$ cat config.mk
export PLATFORM = sky130hd
export DESIGN_NAME = fetch_unit
export DESIGN_NICKNAME = d
export VERILOG_FILES = /design/src/rtl/fetch_unit.sv
export SDC_FILE = /design/constraint.sdc
export NUM_CORES = 1
export LEC_CHECK = 0
export CELL_PAD_IN_SITES_DETAIL_PLACEMENT = 0
export CELL_PAD_IN_SITES_GLOBAL_PLACEMENT = 1
export CORE_UTILIZATION = 40
export DETAILED_ROUTE_END_ITERATION = 8
export PLACE_DENSITY = 0.77
export REMOVE_ABC_BUFFERS = 1
export SKIP_LAST_GASP = 1
export SLEW_MARGIN = 20
export SYNTH_ARGS = -nofsm -noshare
export SYNTH_HDL_FRONTEND = slang
export SYNTH_SLANG_ARGS = --single-unit
export TNS_END_PERCENT = 1
$ cat constraint.sdc
create_clock -name clk -period 3.05 [get_ports clk]
set_input_delay 0.61 -clock clk [delete_from_list [all_inputs] [get_ports clk]]
set_output_delay 0.61 -clock clk [all_outputs]
set_load 0.02 [all_outputs]
$ cat src/rtl/fetch_unit.sv
// Instruction-fetch front end: owns the PC, issues ibus requests and hands
// fetch_data_t {raw_instr, pc} to decode through a one-entry output register
// backed by a one-entry skid buffer.
//
// Optional feature macro: FETCH_MISALIGN_TRAP_EN
//   Defined:   a misaligned PC is not fetched; a NOP (32'h0000_0013) carrying
//              that PC is emitted with fetch_misaligned=1, and fetching stops
//              until the next redirect.
//   Undefined: misaligned PCs are fetched as-is and fetch_misaligned is absent.
//
// Ports:
//   clk, reset        clock, asynchronous active-low reset
//   ireq_valid/addr   ibus request, held stable until iresp_data_ok
//   iresp_data_ok     one response pulse per request, data on iresp_data
//   out_valid/out     {raw_instr[95:64], pc[63:0]} towards decode
//   out_ready         decode accepts out this cycle
//   br                branch_data_t    {pc_branch[64:1], branch[0]}
//   csrf              csr_flush_data_t {pcplus4[64:1],   branch[0]}
//   fetch_misaligned  misaligned-PC flag (optional feature only)
module fetch_unit #(
  parameter logic [63:0] RESET_PC = 64'h0000_0000_8000_0000
) (
  input  logic        clk,
  input  logic        reset,
  output logic        ireq_valid,
  output logic [63:0] ireq_addr,
  input  logic        iresp_data_ok,
  input  logic [31:0] iresp_data,
  output logic        out_valid,
  output logic [95:0] out,
  input  logic        out_ready,
  input  logic [64:0] br,
  input  logic [64:0] csrf
`ifdef FETCH_MISALIGN_TRAP_EN
  ,
  output logic        fetch_misaligned
`endif
);

  typedef enum logic [1:0] {StIdle, StReq, StDiscard, StStall} state_e;

  state_e      state_q, state_d;
  logic [63:0] pc_q, pc_d;
  logic [63:0] req_addr_q;
  logic        out_valid_q, out_valid_d;
  logic [95:0] out_q, out_d;
  logic [95:0] buf_q, buf_d;
  logic        buf_valid_q, buf_valid_d;

  logic        redir;
  logic [63:0] target;
  logic        slot_free;
  logic        misaligned_pc;

  // CSR/trap flush outranks an execute branch in the same cycle.
  assign redir     = csrf[0] | br[0];
  assign target    = csrf[0] ? csrf[64:1] : br[64:1];
  assign slot_free = !out_valid_q || out_ready;

`ifdef FETCH_MISALIGN_TRAP_EN
  logic mis_q, mis_d;
  assign misaligned_pc    = (pc_q[1:0] != 2'b00);
  assign fetch_misaligned = mis_q;
`else
  assign misaligned_pc = 1'b0;
`endif

  // State register.
  always_ff @(posedge clk or negedge reset) begin
    if (!reset) begin
      state_q     <= StIdle;
      pc_q        <= RESET_PC;
      req_addr_q  <= RESET_PC;
      out_valid_q <= 1'b0;
      out_q       <= '0;
      buf_q       <= '0;
      buf_valid_q <= 1'b0;
`ifdef FETCH_MISALIGN_TRAP_EN
      mis_q       <= 1'b0;
`endif
    end else begin
      state_q     <= state_d;
      pc_q        <= pc_d;
      out_valid_q <= out_valid_d;
      out_q       <= out_d;
      buf_q       <= buf_d;
      buf_valid_q <= buf_valid_d;
`ifdef FETCH_MISALIGN_TRAP_EN
      mis_q       <= mis_d;
`endif
      // Track the issuing PC while in REQ so DISCARD keeps presenting the
      // address of the request still in flight after pc_q has moved on.
      if (state_q == StReq) begin
        req_addr_q <= pc_q;
      end
    end
  end

  // Next-state logic.
  always_comb begin
    state_d     = state_q;
    pc_d        = pc_q;
    out_valid_d = out_valid_q;
    out_d       = out_q;
    buf_d       = buf_q;
    buf_valid_d = buf_valid_q;
`ifdef FETCH_MISALIGN_TRAP_EN
    mis_d       = mis_q;
`endif

    // Consume; may be overridden by a refill below.
    if (out_valid_q && out_ready) begin
      out_valid_d = 1'b0;
    end

    unique case (state_q)
      StIdle: begin
        state_d = StReq;
      end

      StReq: begin
        if (misaligned_pc) begin
          // No bus request; emit a NOP tagged with the faulting PC and park.
          if (!redir && slot_free) begin
            out_d       = {32'h0000_0013, pc_q};
            out_valid_d = 1'b1;
            state_d     = StStall;
`ifdef FETCH_MISALIGN_TRAP_EN
            mis_d       = 1'b1;
`endif
          end
        end else if (iresp_data_ok) begin
          if (!redir) begin
            pc_d = pc_q + 64'd4;
            if (slot_free) begin
              out_d       = {iresp_data, pc_q};
              out_valid_d = 1'b1;
            end else begin
              buf_d       = {iresp_data, pc_q};
              buf_valid_d = 1'b1;
              state_d     = StStall;
            end
          end
        end else if (redir) begin
          state_d = StDiscard;
        end
      end

      StDiscard: begin
        if (iresp_data_ok) begin
          state_d = StReq;
        end
      end

      StStall: begin
        if (redir) begin
          state_d = StReq;
        end else if (buf_valid_q && slot_free) begin
          out_d       = buf_q;
          out_valid_d = 1'b1;
          buf_valid_d = 1'b0;
          state_d     = StReq;
        end
      end

      default: begin
        state_d = StIdle;
      end
    endcase

    // A redirect squashes everything younger and retargets the PC.
    if (redir) begin
      pc_d        = target;
      out_valid_d = 1'b0;
      buf_valid_d = 1'b0;
      if (state_q == StStall) begin
        state_d = StReq;
      end
`ifdef FETCH_MISALIGN_TRAP_EN
      mis_d       = 1'b0;
`endif
    end
  end

  // Outputs.
  always_comb begin
    ireq_valid = ((state_q == StReq) && !misaligned_pc) || (state_q == StDiscard);
    ireq_addr  = (state_q == StDiscard) ? req_addr_q : pc_q;
    out_valid  = out_valid_q;
    out        = out_q;
  end

endmodule

Yosys cells after proc, flatten, opt, wreduce, memory -nomap -nowiden
Index checks and enable logic that the tools add are counted.

storage, ports and cells
  bits of input ports = 166
  bits in registers = 324
  output and inout port bits = 162
  logic and storage cells = 67

operators by class
  equal/unequal tests = 11
  bitwise operators = 3
  reduce and logical (&&, ||, !) cells = 14
  add/subtract/negate cells = 1
  muxes and demuxes = 31

operators with widths
  kind                     count
  $mux W96                 5
  $mux W64                 5
  $pmux W96 S2             1
  $add A64 B3 Y64 const B  1
  $mux W2                  8
  $ne A2 B2 Y1 const B     5
  $mux W1                  9
  $ne A3 B3 Y1 const B     3
  $pmux W2 S4              1
  $reduce_and A4 Y1        2
  $reduce_and A6 Y1        1
  $reduce_bool A2 Y1       3
  $eq A2 B2 Y1 const B     2
  $pmux W1 S2              2
  $reduce_bool A3 Y1       1
  $eq A2 B1 Y1 const B     1
  $logic_and A1 B1 Y1      2
  $logic_not A2 Y1         1
  $logic_or A1 B1 Y1       2
  $not A1 Y1               2
  $reduce_and A2 Y1        1
  $logic_not A1 Y1         1
  $or A1 B1 Y1             1

Longest topological paths before layout
  word-level depth = 8
  gate-level depth with buffers = 11
  gate-level depth less buffers = 8

Worst setup path after synthesis
No wires, ideal clock.

  path type = register -> output
  from = register state_q[0]
  to = output ireq_addr[33]
  arrival time = 1.779 ns
  required time = 2.440 ns
  path buffers = 2
  path slack = 0.661 ns
  stages on the path, launching flop included = 6
  path through = dfrtp_1 > inv_1 > ha_1 > buf_1 > clkbuf_1 > mux2_2

between the ends
  cells in the longest elaborated chain, start to end = 2

ends and longest elaborated chain
  element                 RTL line  text
  from (decl)             42        state_e state_q, state_d;
  from (signal assigned)  71        state_q <= StIdle;
  from (signal assigned)  82        state_q <= state_d;
  $eq A2 B2 Y1            188       ireq_addr = (state_q == StDiscard) ? req_addr_q : pc_q;
  $mux W64                188
  to (decl)               26        output logic [63:0] ireq_addr,

No other way between the ends.

Worst setup path in the final report
  from = register state_q[0]
  to = output ireq_addr[17]

The elaborated chain is that of the path after synthesis.

==> impl_metrics.tcl <==
set metrics [dict create \
    start_util_pct 40.57 \
    synth_adder_area_share_pct 0.3981 \
    grt_first_pass_wirelength_mm 73.73 \
    coreArea_um2 38740 \
    yosys.area_share.xor_xnor_pct 1.783 \
    setup_viol 61 \
    startpoint_type "flop" \
    cts.sinks 324 \
    synth.distinct_cells 56 \
    vias 12246 \
    max_freq_mhz 314.0 \
    post-route-period-util_pct 104.4 \
    swShare_pct 33.74 \
    drtIter0Drc 716 \
    finalCriticalPeriod_ns 3.185 \
    rsz0062_at_grt "true" \
    cp_slowest_stage_delay_ns 0.58 \
    grt_max_degree 70 \
    regArea_um2 8110 \
    drt-vias-per-instance 5.373 \
    portBuffers 327 \
    ant_nets 0 \
    synth.yosys.warnings 0 \
    fp.dieH_um 200.2 \
    seq_power_share_pct 36.0 \
    cts_buffers 37 \
    whs_ns 0.4791 \
    crit_required_ns 2.44 \
    root_buffer "clkbuf_16" \
    cts_buffer_depth 3 \
    syn_inst 1426 \
    switching_power_mw 6.108 \
    arrival_ns 2.57 \
    synth-simple-area-share_pct 9.991 \
    track_usage_pct 23.60 \
    synth_area_per_cell_um2 11.02 \
    synth_compound_area_share_pct 11.34 \
    irDropWorstVdd_v 0.0005264 \
    drcViolationCount 0 \
    intPower_mw 12.00 \
    violations "negative setup slack" \
    routed_wl_mm 47.37 \
    die-area_um2 40090 \
    path_delay_family "buffers and inverters" \
    power_per_cell_area_nw_per_um2 857.5 \
    fin_nets 1907 \
    power.leakage_nw 8.842 \
    synth_ff_type "dfrtp_1" \
    muxShareOfSynthArea_pct 21.24 \
    grt_overflow 0 \
    synthTopCellsByArea "dfrtp_1, mux2_2, mux2i_1, a21oi_1, nor2_1" \
    die_width_um 200.2 \
    cts_max_level 2 \
    pin_count 328 \
    fin_tns_setup_ns -4.360 \
    routabilityCongestion 0.7819 \
    stdcell_area_um2 21120 \
    end_kind "output pin" \
    power_mw 18.11 \
    setup_slack_ns -0.1347 \
    finClkSkew_ns 0.01605 \
    wire_per_inst_um 20.79 \
    clock_latency_ns 0.53 \
    clockPowerShare_pct 25.8 \
    multi_input_area_um2 7109 \
    cp_cell_sequence "inv_1, ha_4, buf_12, mux2_2, clkdlybuf4s50_1" \
    maxSlewViolCount 0 \
    cp_max_fo 28 \
    num_rows 72 \
    grt_pass1_vias 12387 \
    filler_cell_count 3424 \
    synth-edff-count 0 \
    synth_top_family_by_area "multiplexers" \
    critPathBufInv 3 \
    antenna_found_initial 1 \
    worstSetupPathType "reg -> out" \
    dpl.hpwl_mm 32.67 \
    cts_tree "built" \
    first_pass_iters 5 \
    hold_path.class "reg -> reg" \
    crit_slowest_cell "clkdlybuf4s50_1" \
    clkSlewWorstSetupHoldPaths_ns 0.06 \
    combPwrFrac_pct 38.2 \
    max-cap-violations 0 \
    tightestPinTransition_ns 1.094 \
    max_slew_margin_pct 27.00 \
    synth-seq-cells 324 \
    hold_violations 0 \
    yosysSeqAreaShare_pct 51.60 \
    placed_cell_area_um2 19800 \
    status "finished with violations" \
    yosysTopAreaCell "dfrtp_1" \
    syn_area_um2 15720 \
    antenna_cells 0 \
    ys_async_sr_fraction_pct 100.0 \
    drive_gt1_share_pct 19.76 \
    synth_top_cell_area_share_pct 51.27 \
    area_growth_pct 34.35 \
]
[Yosys cell counts (5+ instances only)]
cell / instances
inv_1: 16
nor4_1: 5
xor2_1: 20
mux2i_1: 104
a211oi_1: 16
o22ai_1: 11
xnor2_1: 12
a21oi_1: 154
nand3_1: 28
and4_1: 5
buf_1: 11
mux2_2: 204
a22oi_1: 24
nor2b_1: 15
o31ai_1: 7
ha_1: 5
dfrtp_1: 322
o21ai_0: 61
a2bb2oi_1: 11
nor3_1: 7
and3_1: 20
nand4_1: 24
nand2_1: 69
buf_2: 36
clkbuf_1: 65
nor2_1: 124
[final cells by class]
class | instances | share of cell area (%)
clock buffers | 57 | 5.416
flip-flops and latches | 324 | 38.41
clock inverters | 7 | 0.6696
multi-input cells | 967 | 33.67
repair buffers | 390 | 18.48
well taps | 518 | 3.069
inverters | 16 | 0.2844
[layer usage]
metal	wire length, µm	share of wire [%]	GRT usage [%]
met1	21410	45	32.73
met2	22570	48	38.45
met3	2585	5.5	4.035
met4	812	1.7	5.495
met5	0	0	0
[what timing repair did]
action	in CTS	in global routing
endpoints found under the hold margin	36	0
endpoints found under the setup margin	59	63
hold buffers	1	0
gates resized for setup	2	1
buffers inserted	3	0
pin swaps	0	0
[power by group through the flow]
stage	logic, mW	registers [mW]	clock network (mW)
floorplan	3.30	7.19	0
global placement	6.87	6.52	0
detailed placement	6.94	6.58	0
CTS	7.00	6.51	4.78
global route	7.40	6.69	4.95
finish	6.91	6.51	4.68
[flip-flops by register name, summed over array words and instances (netlist names)]
register / flops
out_valid: 1
pc_q: 64
out: 96
buf_valid_q: 1
req_addr_q: 64
buf_q: 96
state_q: 2
[metrics by stage]
step                utilization (%)  std cells  worst slack [ns]
finish                        54.51       2279           -0.1347
global route                  54.51       2279           -0.2301
CTS                           54.50       2279           -0.1697
detailed placement            51.10       2211            0.2083
global placement              51.10       2211            0.2279
floorplan                         -       1307            -9.803
[worst register-to-register path: stages, from the launching register on]
cell	delay, ns
dfrtp_1	0.54
ha_1	0.27
and3_1	0.21
nand3_2	0.25
nor4_4	0.66
nand4_1	0.20
xnor2_1	0.16
o221a_2	0.24
[cells by family after synthesis]
family	count (synthesis)
AOI/OAI and AO/OA	307
xor gates and xnor gates	32
adders and majority gates	5
buffers and inverters	135
DFF	324
muxes	308
and+or+nand+nor	315
[worst paths after layout]
| path | start | endpoint | slack [ns] | depth (start not counted) |
|---|---|---|---|---|
| hold reg to reg | buf_q[15] | buf_q[15] | 0.48 | 2 |
| max in group asynchronous | reset | req_addr_q[43] | 1.65 | 3 |
| setup reg to reg | pc_q[2] | pc_q[62] | 0.42 | 7 |
| min in group asynchronous | reset | req_addr_q[50] | 0.57 | 2 |
| hold / removal | buf_q[15] | buf_q[15] | 0.48 | 2 |
| setup / recovery | state_q[0] | ireq_addr[17] | -0.13 | 5 |
[cell usage in the layout (no fill, tap or decap), drive strengths merged, types with 11 or more instances in the layout]
| cell type | count |
|---|---|
| buf | 64 |
| nor2 | 124 |
| a21oi | 154 |
| xor2 | 20 |
| nor2b | 15 |
| nand3 | 29 |
| mux2 | 204 |
| clkbuf | 57 |
| a2bb2oi | 11 |
| o22ai | 11 |
| a211oi | 16 |
| a22oi | 24 |
| nand4 | 26 |
| xnor2 | 12 |
| dfrtp | 322 |
| o21ai | 64 |
| inv | 17 |
| and3 | 20 |
| clkdlybuf4s50 | 323 |
| nand2 | 70 |
| mux2i | 104 |
Power figures use the tool's default switching activity.
